==> config.mk <==
export PLATFORM = sky130hd
export DESIGN_NAME = toe_conn_init
export DESIGN_NICKNAME = d
export VERILOG_FILES = /design/src/rtl/toe_pkg.sv /design/src/rtl/toe_conn_table.sv /design/src/rtl/toe_conn_init.sv
export SDC_FILE = /design/constraint.sdc
export NUM_CORES = 1
export LEC_CHECK = 0
export BUFFER_PORTS_ARGS = -buffer_cell sky130_fd_sc_hd__buf_2
export CORE_UTILIZATION = 54
export DETAILED_ROUTE_END_ITERATION = 8
export HOLD_SLACK_MARGIN = 0.1
export PLACE_DENSITY = 0.68
export SYNTH_ARGS = -nofsm -noshare
export SYNTH_HDL_FRONTEND = slang
export SYNTH_HIERARCHICAL = 1
export SYNTH_SLANG_ARGS = --single-unit
==> constraint.sdc <==
create_clock -name clk -period 13.1 [get_ports clk]
set_input_delay 1.965 -clock clk [delete_from_list [all_inputs] [get_ports clk]]
set_output_delay 1.965 -clock clk [all_outputs]
set_load 0.05 [all_outputs]
==> src/rtl/toe_pkg.sv <==
// Shared constants, command field positions, status codes and FSM states
// for the TOE connection-setup block.
package toe_pkg;
    localparam int N_CONN    = 16;
    localparam int ID_W      = $clog2(N_CONN);
    localparam int TUPLE_W   = 34;
    localparam int TUPLE_LSB = 8;
    localparam int NEW_LSB   = 0;
    localparam int KILL_LSB  = 2;
    localparam int KID_LSB   = 4;

    localparam logic [1:0] REQ_SET   = 2'b01;
    localparam logic [1:0] REQ_NONE  = 2'b00;

    localparam logic [1:0] DONE_NONE = 2'b00;
    localparam logic [1:0] DONE_OPEN = 2'b01;
    localparam logic [1:0] DONE_KILL = 2'b10;

    localparam logic [1:0] ERR_NONE  = 2'b00;
    localparam logic [1:0] ERR_DUP   = 2'b01;
    localparam logic [1:0] ERR_FULL  = 2'b10;
    localparam logic [1:0] ERR_CMD   = 2'b11;

    typedef enum logic [2:0] {
        S_IDLE,
        S_SEARCH,
        S_ALLOC,
        S_KILL,
        S_REPORT
    } state_t;
endpackage

==> src/rtl/toe_conn_table.sv <==
// Connection table: tuple storage with one asynchronous read port for the
// search walk, one write port for allocation, and a resettable valid vector.
module toe_conn_table
    import toe_pkg::*;
(
    input  logic               clk,
    input  logic               reset,
    input  logic [ID_W-1:0]    raddr,
    output logic [TUPLE_W-1:0] rdata,
    input  logic               we,
    input  logic [ID_W-1:0]    waddr,
    input  logic [TUPLE_W-1:0] wdata,
    input  logic               clr,
    input  logic [ID_W-1:0]    caddr,
    output logic [N_CONN-1:0]  valid
);
    logic [TUPLE_W-1:0] mem [N_CONN];

    // Storage is not reset; stale contents are masked by the valid vector.
    always_ff @(posedge clk) begin
        if (we) begin
            mem[waddr] <= wdata;
        end
    end

    assign rdata = mem[raddr];

    always_ff @(posedge clk) begin
        if (reset) begin
            valid <= '0;
        end else begin
            if (we) begin
                valid[waddr] <= 1'b1;
            end
            if (clr) begin
                valid[caddr] <= 1'b0;
            end
        end
    end
endmodule

==> src/rtl/toe_conn_init.sv <==
// TOE connection setup: accepts open/kill commands on a memory-mapped port,
// walks the table for duplicates and the lowest free ID, and reports status.
module toe_conn_init
    import toe_pkg::*;
(
    input  logic        clk,
    input  logic        reset,
    input  logic        chipselect,
    input  logic        write,
    input  logic        read,
    input  logic        address,
    input  logic [63:0] writedata,
    output logic [31:0] readdata
);
    state_t             state, state_next;
    logic [ID_W-1:0]    idx, free_idx, kill_id_q, new_id;
    logic               found_free, existing;
    logic [TUPLE_W-1:0] tuple_q, rd_tuple;
    logic [N_CONN-1:0]  valid;
    logic [1:0]         done, error;
    logic               busy;
    logic               accept, cmd_open, cmd_kill, tbl_we, tbl_clr;
    logic [1:0]         new_req, kill_req;
    logic               read_unused;

    assign read_unused = read;
    assign new_req  = writedata[NEW_LSB +: 2];
    assign kill_req = writedata[KILL_LSB +: 2];
    assign cmd_open = (new_req == REQ_SET) && (kill_req == REQ_NONE);
    assign cmd_kill = (kill_req == REQ_SET) && (new_req == REQ_NONE);
    assign accept   = chipselect && write && !address && (state == S_IDLE);

    always_ff @(posedge clk) begin
        if (reset) begin
            state <= S_IDLE;
        end else begin
            state <= state_next;
        end
    end

    always_comb begin
        state_next = state;
        tbl_we     = 1'b0;
        tbl_clr    = 1'b0;
        case (state)
            S_IDLE: begin
                if (accept && cmd_open) begin
                    state_next = S_SEARCH;
                end else if (accept && cmd_kill) begin
                    state_next = S_KILL;
                end
            end
            S_SEARCH: begin
                if (idx == ID_W'(N_CONN - 1)) begin
                    state_next = S_ALLOC;
                end
            end
            S_ALLOC: begin
                tbl_we     = !existing && found_free;
                state_next = S_REPORT;
            end
            S_KILL: begin
                tbl_clr    = valid[kill_id_q];
                state_next = S_REPORT;
            end
            S_REPORT: state_next = S_IDLE;
            default:  state_next = S_IDLE;
        endcase
    end

    always_ff @(posedge clk) begin
        if (reset) begin
            idx        <= '0;
            free_idx   <= '0;
            kill_id_q  <= '0;
            new_id     <= '0;
            found_free <= 1'b0;
            existing   <= 1'b0;
            tuple_q    <= '0;
            done       <= DONE_NONE;
            error      <= ERR_NONE;
            busy       <= 1'b0;
        end else begin
            case (state)
                S_IDLE: begin
                    if (accept) begin
                        tuple_q    <= writedata[TUPLE_LSB +: TUPLE_W];
                        kill_id_q  <= writedata[KID_LSB +: ID_W];
                        idx        <= '0;
                        found_free <= 1'b0;
                        existing   <= 1'b0;
                        done       <= DONE_NONE;
                        if (cmd_open || cmd_kill) begin
                            error <= ERR_NONE;
                            busy  <= 1'b1;
                        end else begin
                            error <= ERR_CMD;
                            busy  <= 1'b0;
                        end
                    end
                end
                S_SEARCH: begin
                    if (valid[idx] && (rd_tuple == tuple_q)) begin
                        existing <= 1'b1;
                    end
                    // First free slot seen during the ascending walk is the lowest.
                    if (!valid[idx] && !found_free) begin
                        found_free <= 1'b1;
                        free_idx   <= idx;
                    end
                    idx <= idx + ID_W'(1);
                end
                S_ALLOC: begin
                    if (existing) begin
                        error <= ERR_DUP;
                    end else if (!found_free) begin
                        error <= ERR_FULL;
                    end else begin
                        new_id <= free_idx;
                        done   <= DONE_OPEN;
                    end
                end
                S_KILL: begin
                    if (valid[kill_id_q]) begin
                        done <= DONE_KILL;
                    end else begin
                        error <= ERR_CMD;
                    end
                end
                S_REPORT: busy <= 1'b0;
                default:  busy <= 1'b0;
            endcase
        end
    end

    toe_conn_table u_table (
        .clk   (clk),
        .reset (reset),
        .raddr (idx),
        .rdata (rd_tuple),
        .we    (tbl_we),
        .waddr (free_idx),
        .wdata (tuple_q),
        .clr   (tbl_clr),
        .caddr (kill_id_q),
        .valid (valid)
    );

    always_comb begin
        if (address) begin
            readdata = {16'b0, valid};
        end else begin
            readdata = {23'b0, busy, error, done, new_id};
        end
    end
endmodule

Word-level counts from Yosys, hierarchy flattened:

Memories as Yosys holds them, arrays and structs flattened. A register that Yosys moved wholly into a read port is not among the register bits.
Cells that the tools add are included.

* add/subtract/negate cells: 1
* multiply operators: 0
* div/mod/pow operators: 0
* order comparisons: 5
* eq/ne operators: 17
* shift-type cells: 0
* multiplexer cells: 43
* bitwise logic cells: 5
* reduce and logical (&&, ||, !) cells: 34

Operators with widths (count)
* two-way mux 16 bit: 4
* equality test 34 bit: 1
* two-way mux 2 bit: 9
* AND 16 bit: 1
* != test 2 bit, second input constant: 8
* NOT 16 bit: 1
* bitwise OR 16 bit: 1
* less-than comparator 4 x 5 -> 1 bit, second input constant: 3
* two-way mux 1 bit: 13
* logical AND 1 bit: 12
* two-way mux 4 bit: 3
* case mux 2 bit (3 select lines): 2
* AND reduction 2 bit: 5
* two-way mux 3 bit: 3
* case mux 3 bit (3 select lines): 1
* AND reduction 3 bit: 3
* binary-select mux 1 bit (select 4 bit): 2
* demux 1 bit (select 4 bit): 2
* >= comparator 4 x 1 -> 1 bit, second input constant: 2
* case mux 4 bit (2 select lines): 1
* equality test 3 x 2 -> 1 bit, second input constant: 2
* case mux 1 bit (2 select lines): 3
* AND reduction 5 bit: 1
* adder 4 x 1 -> 4 bit, second input constant: 1
* 15 further kinds: 21

* register bits after elaboration: 76
* latch bits: 0
* bits in writable memories: 544
* bits in read-only memories: 0
* input bits: 70
* output and inout bits: 32
* word-level logic and storage cells: 118
* memories kept: 1

Memories
* u_table.mem: words 16, width 34, rd ports 1, clocked after Yosys merged registers in 1, write ports 1, line toe_conn_table.sv:17 `logic [TUPLE_W-1:0] mem [N_CONN];`

Logic depth before layout (Yosys ltp):

Gate-level depths: netlist of run 1.

* depth after elaboration: 9
* mapped depth: 11
* gate-level depth less buffers: 8

Modules after synthesis:

Netlist of run 1, hierarchy kept.

By module, submodules not included
* toe_conn_table: instances 1, cells an instance 915, area an instance 21000.1 µm², sequential area each 16656.0 µm²
* toe_conn_init: instances 1, cells an instance 399, area an instance 3276.9 µm², sequential area each 1201.2 µm²

Least setup slack after synthesis of run 1:

Ideal clock, no wire load.

* kind: flip-flop to flip-flop
* start point: reg state[2]
* end point: mem u_table.mem[2][0] (enable)
* library setup time: 514 ps
* arrival time: 4542 ps
* required time: 12586 ps
* path slack: 8044 ps
* cell stages (with the launch flop): 7
* path buffers: 1
* clock period less this slack: 5056 ps
* cells stage by stage: dfxtp_1 -> buf_2 -> nor2_1 -> nand3_1 -> inv_1 -> nand2_1 -> nor4_1

* word-level cells in the longest chain between the ends: 4

Ends and longest elaborated chain
* start: declaration: line toe_conn_init.sv:15 `state_t state, state_next;`
* start signal: assignment: line toe_conn_init.sv:37 `state <= state_next;`
* equality test 3 x 2 -> 1 bit: line toe_conn_init.sv:45 `case (state)`
* two-way mux 1 bit: line toe_conn_init.sv:45
* named net tbl_we: line toe_conn_init.sv:22 `logic accept, cmd_open, cmd_kill, tbl_we, tbl_clr;`
* two-way mux 1 bit: line toe_conn_table.sv:21 `if (we) begin`
* two-way mux 1 bit (implied by the code): line toe_conn_table.sv:22 `mem[waddr] <= wdata;`
* end: declaration: line toe_conn_table.sv:17

The timed path passes the listed nets, and every way through them passes these cells.

Final worst setup path of run 1:

* start point: in address
* end point: out readdata[5]

* word-level cells in the longest chain between the ends: 1

Ends and longest elaborated chain
* start: declaration: line toe_conn_init.sv:11 `input logic address,`
* two-way mux 16 bit: line toe_conn_init.sv:150 `if (address) begin`
* end: declaration: line toe_conn_init.sv:13 `output logic [31:0] readdata`

No other way between the ends.

==> results of run 1 <==
[cells by family (layout without fill, tap and decap cells)]
kind of cell    count (synthesis)  in the layout  synth area share (%)
compound gates                169            169                  4.56
fa+ha+maj                       1              1                0.0515
simple gates                  231            231                  4.43
buf+inv                        93            211                  2.04
flops                         620            620                  73.6
xor+xnor                       35             35                  1.26
mux                           164            164                  14.1
other cells                     1             16                0.0154
[registers in the layout, indices dropped and copies added (netlist names)]
signal,count
done,2
tuple_q,34
state,3
free_idx,4
error,2
kill_id_q,4
new_id,4
u_table/valid,16
busy,1
idx,4
found_free,1
u_table/mem,544
existing,1
[report_power, final]
part           total (mW)  internal (mW)  switching (mW)  leakage [nW]
sequential           2.16           2.14          0.0216          5.67
combinational      0.0673         0.0255          0.0417          2.01
clock                1.77           1.05           0.713         0.996
total                4.00           3.22           0.777          8.67
[critical path, delay by kind of cell]
| kind | cells | cell delay (ns) |
|---|---|---|
| buf+inv | 2 | 0.47 |
| mux | 1 | 0.38 |
[final cells by class]
cell class              count  share of cell area, %
repair buffers             95                   2.04
multi-input cells         616                   22.4
clock buffers              72                   5.78
inverters                   2                 0.0275
clock inverters            42                   1.68
well taps                 592                   2.71
flip-flops and latches    620                   65.4
[final timing paths]
kind / startpoint / to / slack [ns] / cells after the start
max reg2reg: idx[0] / existing / 8.75 / 9
max: address / readdata[5] / 8.32 / 3
min reg2reg: new_id[1] / new_id[1] / 0.46 / 2
min: new_id[1] / new_id[1] / 0.46 / 2
[metrics by stage]
step / utilization (%) / cells / setup slack [ns]
after detailed placement: 57.0 / 1925 / 8.32
after floorplan: - / 1329 / 8.04
after global routing: 61.6 / 2039 / 8.27
after global placement: 57.0 / 1925 / 8.32
after CTS: 61.6 / 2039 / 8.31
final: 61.6 / 2039 / 8.32
[layout by cell type, fill, tap and decap left out, types with 15 or more instances in the layout]
cell type,count
a21oi_1,62
conb_1,16
o21a_1,16
nand2_1,127
dfxtp_1,74
mux4_2,136
xnor2_1,35
clkinv_1,15
edfxtp_1,544
buf_4,33
a22oi_1,70
nor2_1,17
buf_2,62
clkbuf_16,61
[routing by layer]
metal  track usage [%]  part of all wire [%]  vias up
met4              6.83                   2.4        0
li1                  -                     -     5419
met3              4.06                   7.3       92
met2              36.7                    48      462
met1              32.9                    42     6424
met5                 0                     0        -
==> impl_metrics.toml, run 1 <==
[yosys]
synth.avg_cell_area_um2 = 18.5
synth_seq_cells = 620
ys_async_sr_fraction_pct = 0
synth-edff-count = 544
synth_area_leaders = "edfxtp_1 67%, mux4_2 13%, dfxtp_1 6.3%"
ys_types = 45
synth_common_cells = "544 x edfxtp_1, 136 x mux4_2, 127 x nand2_1"
synthCells = 1314
synth_most_common_cell = "edfxtp_1"
synthFlopType = "edfxtp_1"
syn_area_mm2 = 0.0243
ys_seq_area_share_pct = 73.6
ys_warn_count = 6
yosysTopAreaCell = "edfxtp_1"
yosysTopAreaCellShare_pct = 67.3

[critical_path]
worstPathArrival_ns = 2.82
crit_type = "input pin to output pin"
crit_slowest_cell = "mux2_2"
critPathMostFrequentCell = "buf_2"
critPathLaunchType = "input pin"
worstPathRequired_ns = 11.14
path_cells = "buf_2 > mux2_2 > buf_2"
max_stage_delay_ns = 0.38
worstPathMaxFanout = 18
endpoint_kind = "output pin"

[sta]
tns_ns = 0
holdWs_ns = 0.460
setup_viol = 0
finalHoldViolCount = 0
rsz0062_at_grt = "no"
relSlewSlack_pct = 29.4
post-route-period-util_pct = 36.5
clock_skew_ns = 0.0240
clock.fmax_mhz = 209
min_period_ns = 4.78
slew_violations = 0
tightest_slew_ns = 1.05

[cells_and_area]
multi_input_area_mm2 = 0.00611
drive_gt1_share_pct = 24.6
seqCellArea_mm2 = 0.0179
final_area_mm2 = 0.0273
syn_to_final_growth_pct = 12.5
nFillCells = 3195
antenna_cells = 0
final_net_count = 1466

[clocking]
max-clock-path-buffers = 3
cts_resized = 0
cts_tree = "yes"
cts_sinks = 620
cts_root_buf = "clkbuf_16"
path_clk_slew_ns = 0.06
post_cts_buffers = 0
cts_hold_buf = 0
cts_buffers = 60
htreeDepth = 2
worstSkewPairLatency_ns = 0.62

[die]
dieWidth_um = 214
die-area_mm2 = 0.0458
io_pins = 102
die_h_um = 214
core_mm2 = 0.0443
row_count = 77
initial_core_util_pct = 54.8

[drt]
wl_um = 51400
dr.pass1.iters = 5
drc = 0
drtIter0Drc = 1119
wl_per_cell_um = 25.2
viasPerCell = 6.08
ant_nets = 0
vias = 12400

[grt]
antenna_found_initial = 0
grt_start_max_net_pins = 80
grt_usage_pct = 23.0
grt-ovfl-total = 0
grt_pass1_vias = 12700
grt_pass1_wl_um = 78000

[run]
cap_violations = 0

[place]
placed_cell_area_mm2 = 0.0253
dp_hpwl_um = 27100
io_buffers = 62
gp_congestion = 0.812

[outcome]
outcome = "completed"

[power_and_ir_drop]
power_density_mw_per_mm2 = 146
ir_worst_vdd_mv = 0.109
power.total_mw = 4.00
p_leak_nw = 8.67

[min_path]
min_path_type = "register to register"
No activity file was read; power rests on OpenSTA's default activity.
==> run 2, diff against run 1 <==
==> constraint.sdc (replaced) <==
create_clock -name clk -period 5 [get_ports clk]
set_input_delay 0.75 -clock clk [delete_from_list [all_inputs] [get_ports clk]]
set_output_delay 0.75 -clock clk [all_outputs]
set_load 0.05 [all_outputs]
==> run 2 against run 1 <==
Power grew to 2.6 times the previous value. Clock power increased to 2.5 times the previous value. Non-clock buffer count increased by 11. Sequential power increased to 2.6 times the previous value. Clock skew is 0.013 ns lower. Die area unchanged. Clock-buffer cell count is 3 higher. Critical path type is now register to register. Largest cell class unchanged. Largest power group unchanged.
==> impl_metrics.toml, run 2 (synthesis results as in run 1) <==
[outcome]
outcome = "completed"

[drt]
viasPerCell = 6.13
drt-met1-wl_um = 22300
dr_wl_met2_um = 26200
drtIter0Drc = 1204
vias = 12600
routed.top_layer = "met4"
drc = 0
wl_met3_um = 3660
ant_nets = 0
dr.pass1.iters = 5
wl_per_cell_um = 26.1
wl_um = 53500

[power_and_ir_drop]
ir_worst_vdd_mv = 0.315
power_switching_mw = 2.04
p_comb_share_pct = 1.8
power_density_mw_per_mm2 = 377
clkPwrFrac_pct = 43.4
p_int_mw = 8.30
swShare_pct = 19.7
pwr-share-seq_pct = 54.8
p_leak_nw = 8.69

[grt]
antenna_found_initial = 0
grt_usage_pct = 23.9
grt_pass1_wl_um = 80700
grt_pass1_vias = 13000
grt-ovfl-total = 0
grt_start_max_net_pins = 79

[sta]
rsz0062_at_grt = "no"
clock_skew_ns = 0.0112
tightest_slew_ns = 1.12
slew_violations = 0
min_period_ns = 3.46
clock.fmax_mhz = 289
relSlewSlack_pct = 25.4
setup_viol = 0
tns_ns = 0
finalHoldViolCount = 0
post-route-period-util_pct = 69.2

[cells_and_area]
final_cell_mix = "544 x edfxtp_1, 136 x mux4_2, 127 x nand2_1, 74 x dfxtp_1, 70 x a22oi_1"
syn_to_final_growth_pct = 13.0
drive_gt1_share_pct = 25.6
largest-register = "u_table/mem"
reg.largest.list = "u_table/mem (544), tuple_q (34), u_table/valid (16)"
nFillCells = 3211
antenna_cells = 0
final_area_mm2 = 0.0274
final_common_cell = "edfxtp_1"
largest_reg_flops = 544
final_net_count = 1477

[clocking]
htreeDepth = 2
post_cts_buffers = 0
cts_root_buf = "clkbuf_16"
cts_hold_buf = 0
max-clock-path-buffers = 3
cts_buffers = 60
cts_resized = 0
path_clk_slew_ns = 0.06
cts_sinks = 620
cts_tree = "yes"
worstSkewPairLatency_ns = 0.61

[die]
die_h_um = 214
row_count = 77
initial_core_util_pct = 54.8
dieWidth_um = 214
core_mm2 = 0.0443
io_pins = 102
die-area_mm2 = 0.0458

[place]
io_buffers = 62
gp_congestion = 0.821
dp_hpwl_um = 29800
placed_cell_area_mm2 = 0.0255

[critical_path]
crit_type = "register to register"
r2r-end = "existing"
reg2reg_from = "idx[0]"
worstPathRequired_ns = 5.53
critPathLaunchType = "register"
worstPathArrival_ns = 3.98
worst_r2r_path_depth = 9
timing.reg2reg.setup_slack_ns = 1.54
endpoint_kind = "register"
worstPathMaxFanout = 26

[min_path]
min_path_type = "input pin to register"
worstHoldEndpoint = "tuple_q[23]"
min_path_cells = 3
hp-start = "writedata[31]"

[run]
cap_violations = 0
run 2: changes by cell type in the layout (fill, tap and decap cells not counted), moves of 2 or more:
cell	before	now
inv_6	3	0
clkbuf_8	1	6
bufinv_16	10	6
buf_12	0	6
nor4_4	1	3
clkinvlp_4	2	4
nor4_2	2	0
clkbuf_1	10	8
clkinv_1	15	9
buf_4	33	38
clkinv_2	12	17
run 2: metal layers:
metal | track usage (%) | vias to the layer above
met5 | 0 | -
met4 | 7.43 | 0
met3 | 3.15 | 85
met2 | 38.9 | 474
met1 | 34.1 | 6562
li1 | - | 5433
run 2: worst max-delay path, stage by stage, from the launching register on:
cell     delay, ns
dfxtp_4       0.71
buf_4         0.35
mux4_2        0.54
a22oi_1       0.22
nand2_1       0.10
xnor2_1       0.21
nand4_1       0.28
nor4_1        0.56
nand4_1       0.19
o21ai_0       0.18
run 2: through the flow:
step                      power, mW  utilization, %  hold slack, ns  cells  setup WS, ns
after CTS                      10.4            61.9           0.350   2048          1.49
after global placement         5.95            57.4           0.444   1936          1.60
after detailed placement       5.96            57.4           0.452   1936          1.57
after floorplan                5.90               -           0.434   1329         0.852
after global routing           10.6            61.9           0.368   2048          1.31
final                          10.3            61.9           0.377   2048          1.54
run 2: layout make-up:
class / instances / area [um2] / area share (%)
clock buffer: 75 / 1640 / 5.97
inverter: 2 / 7.51 / 0.0274
timing repair buffer: 106 / 716 / 2.61
tap: 592 / 741 / 2.70
multi-input combinational: 616 / 6130 / 22.3
clock inverter: 37 / 338 / 1.23
sequential: 620 / 17900 / 65.1
run 2: worst max path at each step:
stage                         from                 to  cells past startpoint
after floorplan           state[2]  u_table/mem[3][0]                      6
after CTS                   idx[0]           existing                      9
after global routing        idx[0]           existing                      9
after detailed placement    idx[0]           existing                      9
after global placement      idx[0]           existing                      9
final                       idx[0]           existing                      9
run 2: power groups by stage:
stage          combinational [mW]  clock, mW  sequential (mW)
2_1_floorplan               0.144          0             5.75
3_3_place_gp                0.182          0             5.77
3_5_place_dp                0.184          0             5.78
4_1_cts                     0.185       4.57             5.67
5_1_grt                     0.199       4.77             5.67
6_report                    0.183       4.49             5.67
